==> config.mk <==
export PLATFORM = sky130hd
export DESIGN_NAME = fifo_pointer_ctrl
export DESIGN_NICKNAME = d
export VERILOG_FILES = /design/src/rtl/fifo_ctrl_pkg.sv /design/src/rtl/fifo_ptr_cnt.sv /design/src/rtl/fifo_pointer_ctrl.sv
export SDC_FILE = /design/constraint.sdc
export NUM_CORES = 1
export LEC_CHECK = 0
export BUFFER_PORTS_ARGS = -buffer_cell sky130_fd_sc_hd__buf_4
export CORE_AREA = 2 2 39 41
export CTS_BUF_LIST = sky130_fd_sc_hd__clkbuf_8 sky130_fd_sc_hd__clkbuf_16
export DETAILED_ROUTE_END_ITERATION = 8
export DIE_AREA = 0 0 41 43
export PLACE_DENSITY = 0.63
export SLEW_MARGIN = 20
export SYNTH_ARGS = -nofsm -noshare
export SYNTH_HDL_FRONTEND = slang
export SYNTH_HIERARCHICAL = 1
export SYNTH_SLANG_ARGS = --single-unit
==> constraint.sdc <==
create_clock -name CLK -period 3 [get_ports CLK]
set_input_delay 0.45 -clock CLK [delete_from_list [all_inputs] [get_ports CLK]]
set_output_delay 0.45 -clock CLK [all_outputs]
set_load 0.005 [all_outputs]
==> src/rtl/fifo_ctrl_pkg.sv <==
// Shared definitions for the FIFO pointer controller: default sizing,
// depth helper and status-bit indices used by the status register map.
package fifo_ctrl_pkg;

    localparam int FIFOCTRL_DEF_ADDR_W    = 2;
    localparam int FIFOCTRL_DEF_AFULL_LVL = 3;

    localparam int STS_FULL  = 0;
    localparam int STS_EMPTY = 1;
    localparam int STS_AFULL = 2;
    localparam int STS_OVF   = 3;
    localparam int STS_UDF   = 4;
    localparam int STS_W     = 5;

    function automatic int fifo_depth(input int addr_w);
        return 1 << addr_w;
    endfunction

endpackage

==> src/rtl/fifo_ptr_cnt.sv <==
// ADDR_W-bit wrapping pointer; the depth is a power of two, so the natural
// binary rollover gives the modulo-DEPTH wrap.
module fifo_ptr_cnt #(
    parameter int ADDR_W = 2
) (
    input  logic              CLK,
    input  logic              rst,
    input  logic              adv,
    output logic [ADDR_W-1:0] ptr
);

    localparam logic [ADDR_W-1:0] PTR_ONE = ADDR_W'(1);

    logic [ADDR_W-1:0] ptr_reg;

    always_ff @(posedge CLK) begin
        if (rst) begin
            ptr_reg <= '0;
        end else if (adv) begin
            ptr_reg <= ptr_reg + PTR_ONE;
        end
    end

    assign ptr = ptr_reg;

endmodule

==> src/rtl/fifo_pointer_ctrl.sv <==
// Read/write pointer, occupancy and status controller for the shared FIFOs.
// Sticky Overflow/Underflow flags exist only when FIFOCTRL_ERRFLAGS_EN is defined.
module fifo_pointer_ctrl
    import fifo_ctrl_pkg::*;
#(
    parameter int ADDR_W    = FIFOCTRL_DEF_ADDR_W,
    parameter int AFULL_LVL = FIFOCTRL_DEF_AFULL_LVL
) (
    input  logic              CLK,
    input  logic              FIFOCTRL_RST,
    input  logic              FIFOCTRL_WrReq,
    input  logic              FIFOCTRL_WrHold,
    input  logic              FIFOCTRL_RdReq,
    input  logic              FIFOCTRL_RdHold,
    input  logic              FIFOCTRL_ErrClr,
    output logic [ADDR_W-1:0] FIFOCTRL_WrPtr,
    output logic [ADDR_W-1:0] FIFOCTRL_RdPtr,
    output logic [ADDR_W:0]   FIFOCTRL_Count,
    output logic              FIFOCTRL_Full,
    output logic              FIFOCTRL_Empty,
    output logic              FIFOCTRL_AlmostFull,
    output logic              FIFOCTRL_WrAccept,
    output logic              FIFOCTRL_RdAccept,
    output logic              FIFOCTRL_Overflow,
    output logic              FIFOCTRL_Underflow
);

    localparam int              DEPTH     = fifo_depth(ADDR_W);
    localparam logic [ADDR_W:0] DEPTH_CNT = (ADDR_W+1)'(DEPTH);
    localparam logic [ADDR_W:0] AFULL_CNT = (ADDR_W+1)'(AFULL_LVL);
    localparam logic [ADDR_W:0] CNT_ONE   = (ADDR_W+1)'(1);

    logic [ADDR_W:0]   count_reg, count_next;
    logic [STS_W-1:0]  status_reg, status_next;
    logic              wr_try, rd_try;
    logic              wr_accept, rd_accept;
    logic [1:0]        ptr_adv;
    logic [ADDR_W-1:0] ptr_val [2];

    assign wr_try    = FIFOCTRL_WrReq & ~FIFOCTRL_WrHold;
    assign rd_try    = FIFOCTRL_RdReq & ~FIFOCTRL_RdHold;
    // Gated by the registered flags only, so Full admits a read and Empty a write.
    assign wr_accept = wr_try & ~status_reg[STS_FULL]  & ~FIFOCTRL_RST;
    assign rd_accept = rd_try & ~status_reg[STS_EMPTY] & ~FIFOCTRL_RST;
    assign ptr_adv   = {rd_accept, wr_accept};

    generate
        for (genvar gi = 0; gi < 2; gi++) begin : g_ptr
            fifo_ptr_cnt #(
                .ADDR_W (ADDR_W)
            ) u_ptr (
                .CLK (CLK),
                .rst (FIFOCTRL_RST),
                .adv (ptr_adv[gi]),
                .ptr (ptr_val[gi])
            );
        end
    endgenerate

    always_comb begin
        count_next = count_reg;
        case ({wr_accept, rd_accept})
            2'b10:   count_next = count_reg + CNT_ONE;
            2'b01:   count_next = count_reg - CNT_ONE;
            default: count_next = count_reg;
        endcase
    end

    always_comb begin
        status_next            = '0;
        status_next[STS_FULL]  = (count_next == DEPTH_CNT);
        status_next[STS_EMPTY] = (count_next == '0);
        status_next[STS_AFULL] = (count_next >= AFULL_CNT);
`ifdef FIFOCTRL_ERRFLAGS_EN
        // A new error in the same cycle as ErrClr keeps the flag set.
        status_next[STS_OVF] = (wr_try & status_reg[STS_FULL]) |
                               (status_reg[STS_OVF] & ~FIFOCTRL_ErrClr);
        status_next[STS_UDF] = (rd_try & status_reg[STS_EMPTY]) |
                               (status_reg[STS_UDF] & ~FIFOCTRL_ErrClr);
`endif
    end

`ifndef FIFOCTRL_ERRFLAGS_EN
    logic unused_errclr;
    assign unused_errclr = FIFOCTRL_ErrClr;
`endif

    always_ff @(posedge CLK) begin
        if (FIFOCTRL_RST) begin
            count_reg             <= '0;
            status_reg            <= '0;
            status_reg[STS_EMPTY] <= 1'b1;
        end else begin
            count_reg  <= count_next;
            status_reg <= status_next;
        end
    end

    assign FIFOCTRL_WrPtr      = ptr_val[0];
    assign FIFOCTRL_RdPtr      = ptr_val[1];
    assign FIFOCTRL_Count      = count_reg;
    assign FIFOCTRL_Full       = status_reg[STS_FULL];
    assign FIFOCTRL_Empty      = status_reg[STS_EMPTY];
    assign FIFOCTRL_AlmostFull = status_reg[STS_AFULL];
    assign FIFOCTRL_Overflow   = status_reg[STS_OVF];
    assign FIFOCTRL_Underflow  = status_reg[STS_UDF];
    assign FIFOCTRL_WrAccept   = wr_accept;
    assign FIFOCTRL_RdAccept   = rd_accept;

endmodule

Word level (Yosys, flattened, before mapping)
Cells that the tools add are included.

cells by class
  multiplexer cells = 1
  bitwise gates (word level) = 11
  reduce and logical (&&, ||, !) cells = 1
  equal/unequal tests = 3
  add/sub/neg operators = 4
  $lt $le $gt $ge = 1

operators by type and width
  cell                                                                count
  bitwise AND 1 bit                                                   6
  one-hot mux 3 bit (2 select lines)                                  1
  inverter 1 bit                                                      5
  adder 2 x 1 -> 2 bit (second input constant)                        2
  adder 3 x 1 -> 3 bit (second input constant)                        1
  == test 3 bit (second input constant)                               1
  greater-or-equal comparator 3 x 2 -> 1 bit (second input constant)  1
  zero test 3 bit                                                     1
  subtractor 3 x 1 -> 3 bit (second input constant)                   1
  == test 2 x 1 -> 1 bit (second input constant)                      1
  == test 2 bit (second input constant)                               1

word-level totals
  logic and storage cells = 26
  input port bits = 7
  output and inout bits = 14
  bits in registers = 12

Logic depth before layout (Yosys ltp)
  word-level depth = 7
  mapped depth = 7
  depth with buffers taken out = 6

Hierarchy
Netlist, hierarchy kept.

modules (own cells, without submodules)
  module             cells each  area each (um2)  times used  seq. area each (um2)
  fifo_pointer_ctrl  37          347.8            1           120.1
  fifo_ptr_cnt       7           78.8             2           40.0

Worst setup path before layout
No wires, ideal clock.

  kind = in2reg
  start point = input port FIFOCTRL_RST
  end point = register status_reg[0]
  setup slack = 0.418 ns
  required time = 2.921 ns
  buffers on the path = 1
  setup time = 0.079 ns
  stages on the path = 7
  arrival = 2.503 ns
  cells stage by stage = clkbuf_2 > nor4b_1 > ha_1 > fa_1 > nor3b_1 > a21oi_1 > a211oi_2

between the ends
  cells in the longest elaborated chain, start to end = 5
  elaborated cells on any way between the ends = 7
  classes of those cells = eq/ne: 3; mux: 1; bitwise: 3

ends and longest elaborated chain
  what                                                            line                     source
  from (decl)                                                     fifo_pointer_ctrl.sv:10  input logic FIFOCTRL_RST,
  inverter 1 bit (*)                                              fifo_pointer_ctrl.sv:44  assign rd_accept = rd_try & ~status_reg[STS_EMPTY] & ~FIFOCTRL_RST;
  bitwise AND 1 bit (*)                                           fifo_pointer_ctrl.sv:44
  named net FIFOCTRL_RdAccept                                     fifo_pointer_ctrl.sv:23  output logic FIFOCTRL_RdAccept,
  == test 2 x 1 -> 1 bit / == test 2 bit (equally long branches)  fifo_pointer_ctrl.sv:62  case ({wr_accept, rd_accept})
  one-hot mux 3 bit (2 select lines) (*)                          fifo_pointer_ctrl.sv:62
  == test 3 bit (*)                                               fifo_pointer_ctrl.sv:71  status_next[STS_FULL] = (count_next == DEPTH_CNT);
  to (signal assigned)                                            fifo_pointer_ctrl.sv:95  status_reg <= status_next;
  to (decl)                                                       fifo_pointer_ctrl.sv:34  logic [STS_W-1:0] status_reg, status_next;

The timed path passes the listed nets; every way through them passes the cells marked *.
A chain may end at the register's enable or synchronous reset.

Worst setup path in the final report
  start point = input port FIFOCTRL_RST
  end point = register status_reg[0]

between the ends
  cells in the longest elaborated chain, start to end = 5
  elaborated cells on any way between the ends = 7
  classes of those cells = eq/ne: 3; mux: 1; bitwise: 3

ends and longest elaborated chain
  what                                                            line
  inverter 1 bit                                                  fifo_pointer_ctrl.sv:43, fifo_pointer_ctrl.sv:44
  bitwise AND 1 bit, on equally long branches                     fifo_pointer_ctrl.sv:44, fifo_pointer_ctrl.sv:43
  == test 2 x 1 -> 1 bit / == test 2 bit (equally long branches)  fifo_pointer_ctrl.sv:62
  one-hot mux 3 bit (2 select lines)                              fifo_pointer_ctrl.sv:62
  == test 3 bit                                                   fifo_pointer_ctrl.sv:71

Several ways; a longest one is shown, not always the timed one.

==> results.txt <==
Outcome: finished, final reports clean
Max clock buf depth: 2
Minimum clock period: 2.34 ns
MaxCap Viol Count: 0
Max FFs per register: 4
Hold buffers post-CTS: 0
Largest net degree at the start of global routing: 13
Hold Crit Endpoint: g_ptr[1].u_ptr/ptr[1]$_SDFFE_PP0P_
Top cell type by total area after synthesis: dfxtp_1
Crit Path Class: in2reg
CTS buffer count: 3
Vias in the first global route: 355
Core Region: 1380 um2
Vias per inst: 4.79
Fin Hold WS: 0.485 ns
Clock latency on the worst-skew pair: 0.23 ns
Vias: 407
Mean Syn Cell Area: 9.91 um2
Cell Rows: 14
Post-synth EDFFs: 0
RSZ-0062 raised after global routing: false
Share of layout cells above drive strength 1: 0.362
Fin. Hold Viols: 0
Top cell type's share of synthesized area: 0.396
Max IR drop VDD: 0.235 mV
Endpoint class of the critical path: register
Worst-path clk slew: 0.04 ns
Worst hold stages: 2
Max Clk Rate: 428 MHz
Remaining DRCs: 0
Setup violators final: 0
Area Growth Syn to Fin: 34.2%
Total Routing Usage GR: 0.122
Tot Pwr: 0.000310 W
DIE HEIGHT: 43 um
RR Endpoint: status_reg[0]$_SDFF_PP0_
DR iter-0 viols: 7
Worst R2R Path Depth: 6
Fin nets: 80
Routed Antenna Nets: 0
Initial Util: 0.365
GPL Wtd Cong: 0.729
Flop2flop setup slack: 0.73 ns
Leakage Power: 0.293 nW
Die ar.: 1760 um2
CP max FO: 12
Clock sink total: 10
Hold Path Class: in2reg
Pwr Density: 458 nW/um2
Cell Area, Synth: 505 um2
Setup tns final: 0 ns
Netlist cell types: 26
CTS tree: yes
Register area share after synthesis: 0.396
Async SR Flop Fraction: 0
Worst Setup Start Kind: input pin
Root Buffer: clkbuf_8
Initial antenna violation count: 0
First-pass GRT wire length: 1440 um
Count of buffers from port buffering: 17
Drt pass-1 iters: 4
Synth cell count leaders: 10 x dfxtp_1, 5 x nor2_1, 4 x a21oi_1, 4 x xnor2_1, 3 x buf_4
Fill count: 142
Die X: 41 um
Synth warn: 6
Setup Skew: 0.00143 ns
WP data required: 3.15 ns
Post-Syn Instances: 51
Most common cell in the netlist: dfxtp_1
Hold Path Origin: FIFOCTRL_RST
Final WL: 900 um
Ranking of synthesized cells by area: dfxtp_1 40%, xnor2_1 6.9%, buf_4 4.5%, a21bo_1 4.0%, a21oi_1 4.0%
# resized after CTS: 0
Final worst setup slack: 0.663 ns
Ant. Diodes: 0
Setup Slack @ Placement: 0.420 ns
Fin util: 0.490
IO Pins: 21
Worst flop-to-flop path startpoint: status_reg[0]$_SDFF_PP0_
Yosys reg bits: 10
Crit path DAT: 2.49 ns
Part of the cycle the worst path needs: 0.779
Hpwl dp: 677 um
Max-slew violations: 0
Setup Fix Bufs, Post-CTS: 0
Routed wire per std cell: 10.6 um
Total gr overflow: 0
Primary FF master, synth: dfxtp_1
CTS H-tree depth: 1
==> kinds of logic after synthesis <==
kind of cell / count (synthesis) / share of synthesized area
other: 1 / 0.00742
muxes: 1 / 0.0198
AOI/OAI and AO/OA: 13 / 0.196
adders and majority gates: 2 / 0.0644
DFF: 10 / 0.396
and+or+nand+nor: 13 / 0.161
buffers and inverters: 6 / 0.0693
xor gates and xnor gates: 5 / 0.0866
==> power by group <==
part           switching [W]  internal [W]  leakage, nW
clock              0.0000448     0.0000872       0.0216
combinational      0.0000164     0.0000195        0.190
sequential        0.00000477      0.000138       0.0811
==> how the worst max path moves through the flow <==
stage / from / end / slack [ns] / cells past startpoint
5_1_grt: FIFOCTRL_RST / status_reg[0]$_SDFF_PP0_ / 0.57 / 7
2_1_floorplan: FIFOCTRL_RST / status_reg[0]$_SDFF_PP0_ / 0.42 / 7
6_report: FIFOCTRL_RST / status_reg[0]$_SDFF_PP0_ / 0.66 / 7
3_5_place_dp: FIFOCTRL_RST / status_reg[0]$_SDFF_PP0_ / 0.42 / 7
3_3_place_gp: FIFOCTRL_RST / status_reg[0]$_SDFF_PP0_ / 0.40 / 7
4_1_cts: FIFOCTRL_RST / status_reg[0]$_SDFF_PP0_ / 0.65 / 7
==> per-stage QoR <==
step / instance area (um2) / instances
global placement: 637 / 82
floorplan: 509 / 52
finish: 678 / 85
CTS: 678 / 85
global route: 678 / 85
detailed placement: 637 / 82
==> critical path: stages <==
cell and delay, ns:
buf_4 0.16, or4b_1 0.50, ha_1 0.26, fa_1 0.38, xnor2_1 0.18, or3_4 0.35
a211oi_2 0.21
==> layout by cell type (no fill, tap or decap) <==
| master | netlist | routed |
|---|---|---|
| o21a_1 | 1 | 1 |
| ha_1 | 1 | 1 |
| a21oi_1 | 4 | 4 |
| fa_1 | 1 | 1 |
| nand3b_1 | 2 | 2 |
| xor2_1 | 1 | 1 |
| nor3b_1 | 1 | 1 |
| a211oi_2 | 1 | 1 |
| o41ai_1 | 1 | 1 |
| or4b_1 | 1 | 1 |
| buf_4 | 3 | 18 |
| o21ai_0 | 1 | 1 |
| or3_4 | 1 | 1 |
| nor4b_1 | 1 | 1 |
| dfxtp_1 | 10 | 10 |
| nor2b_1 | 1 | 1 |
| mux2i_1 | 1 | 1 |
| a21o_1 | 1 | 1 |
| clkbuf_8 | 0 | 3 |
| conb_1 | 1 | 2 |
| a21oi_2 | 2 | 2 |
| inv_1 | 2 | 2 |
| nor2_1 | 5 | 5 |
| nand2_1 | 1 | 1 |
| a21bo_1 | 2 | 2 |
| xnor2_1 | 4 | 4 |
==> per-layer routing <==
metal  wire length (um)  global-route usage  part of all wire  vias up
met3                115              0.0471              0.13        0
met1                388               0.174              0.43      176
met4                  0              0.0800                 0        0
li1                   -                   -                 -      209
met2                395               0.147              0.44       22
met5                  0                   0                 0        -
==> final cells by class <==
cell class / instances / area [um2] / area share
Clock buffer: 3 / 41.3 / 0.0609
Timing Repair Buffer: 18 / 135 / 0.199
Inverter: 2 / 7.51 / 0.0111
Sequential cell: 10 / 200 / 0.295
Multi-Input combinational cell: 36 / 274 / 0.404
Tap cell: 16 / 20.0 / 0.0295
Note: power is estimated with default switching activity, not from simulation.
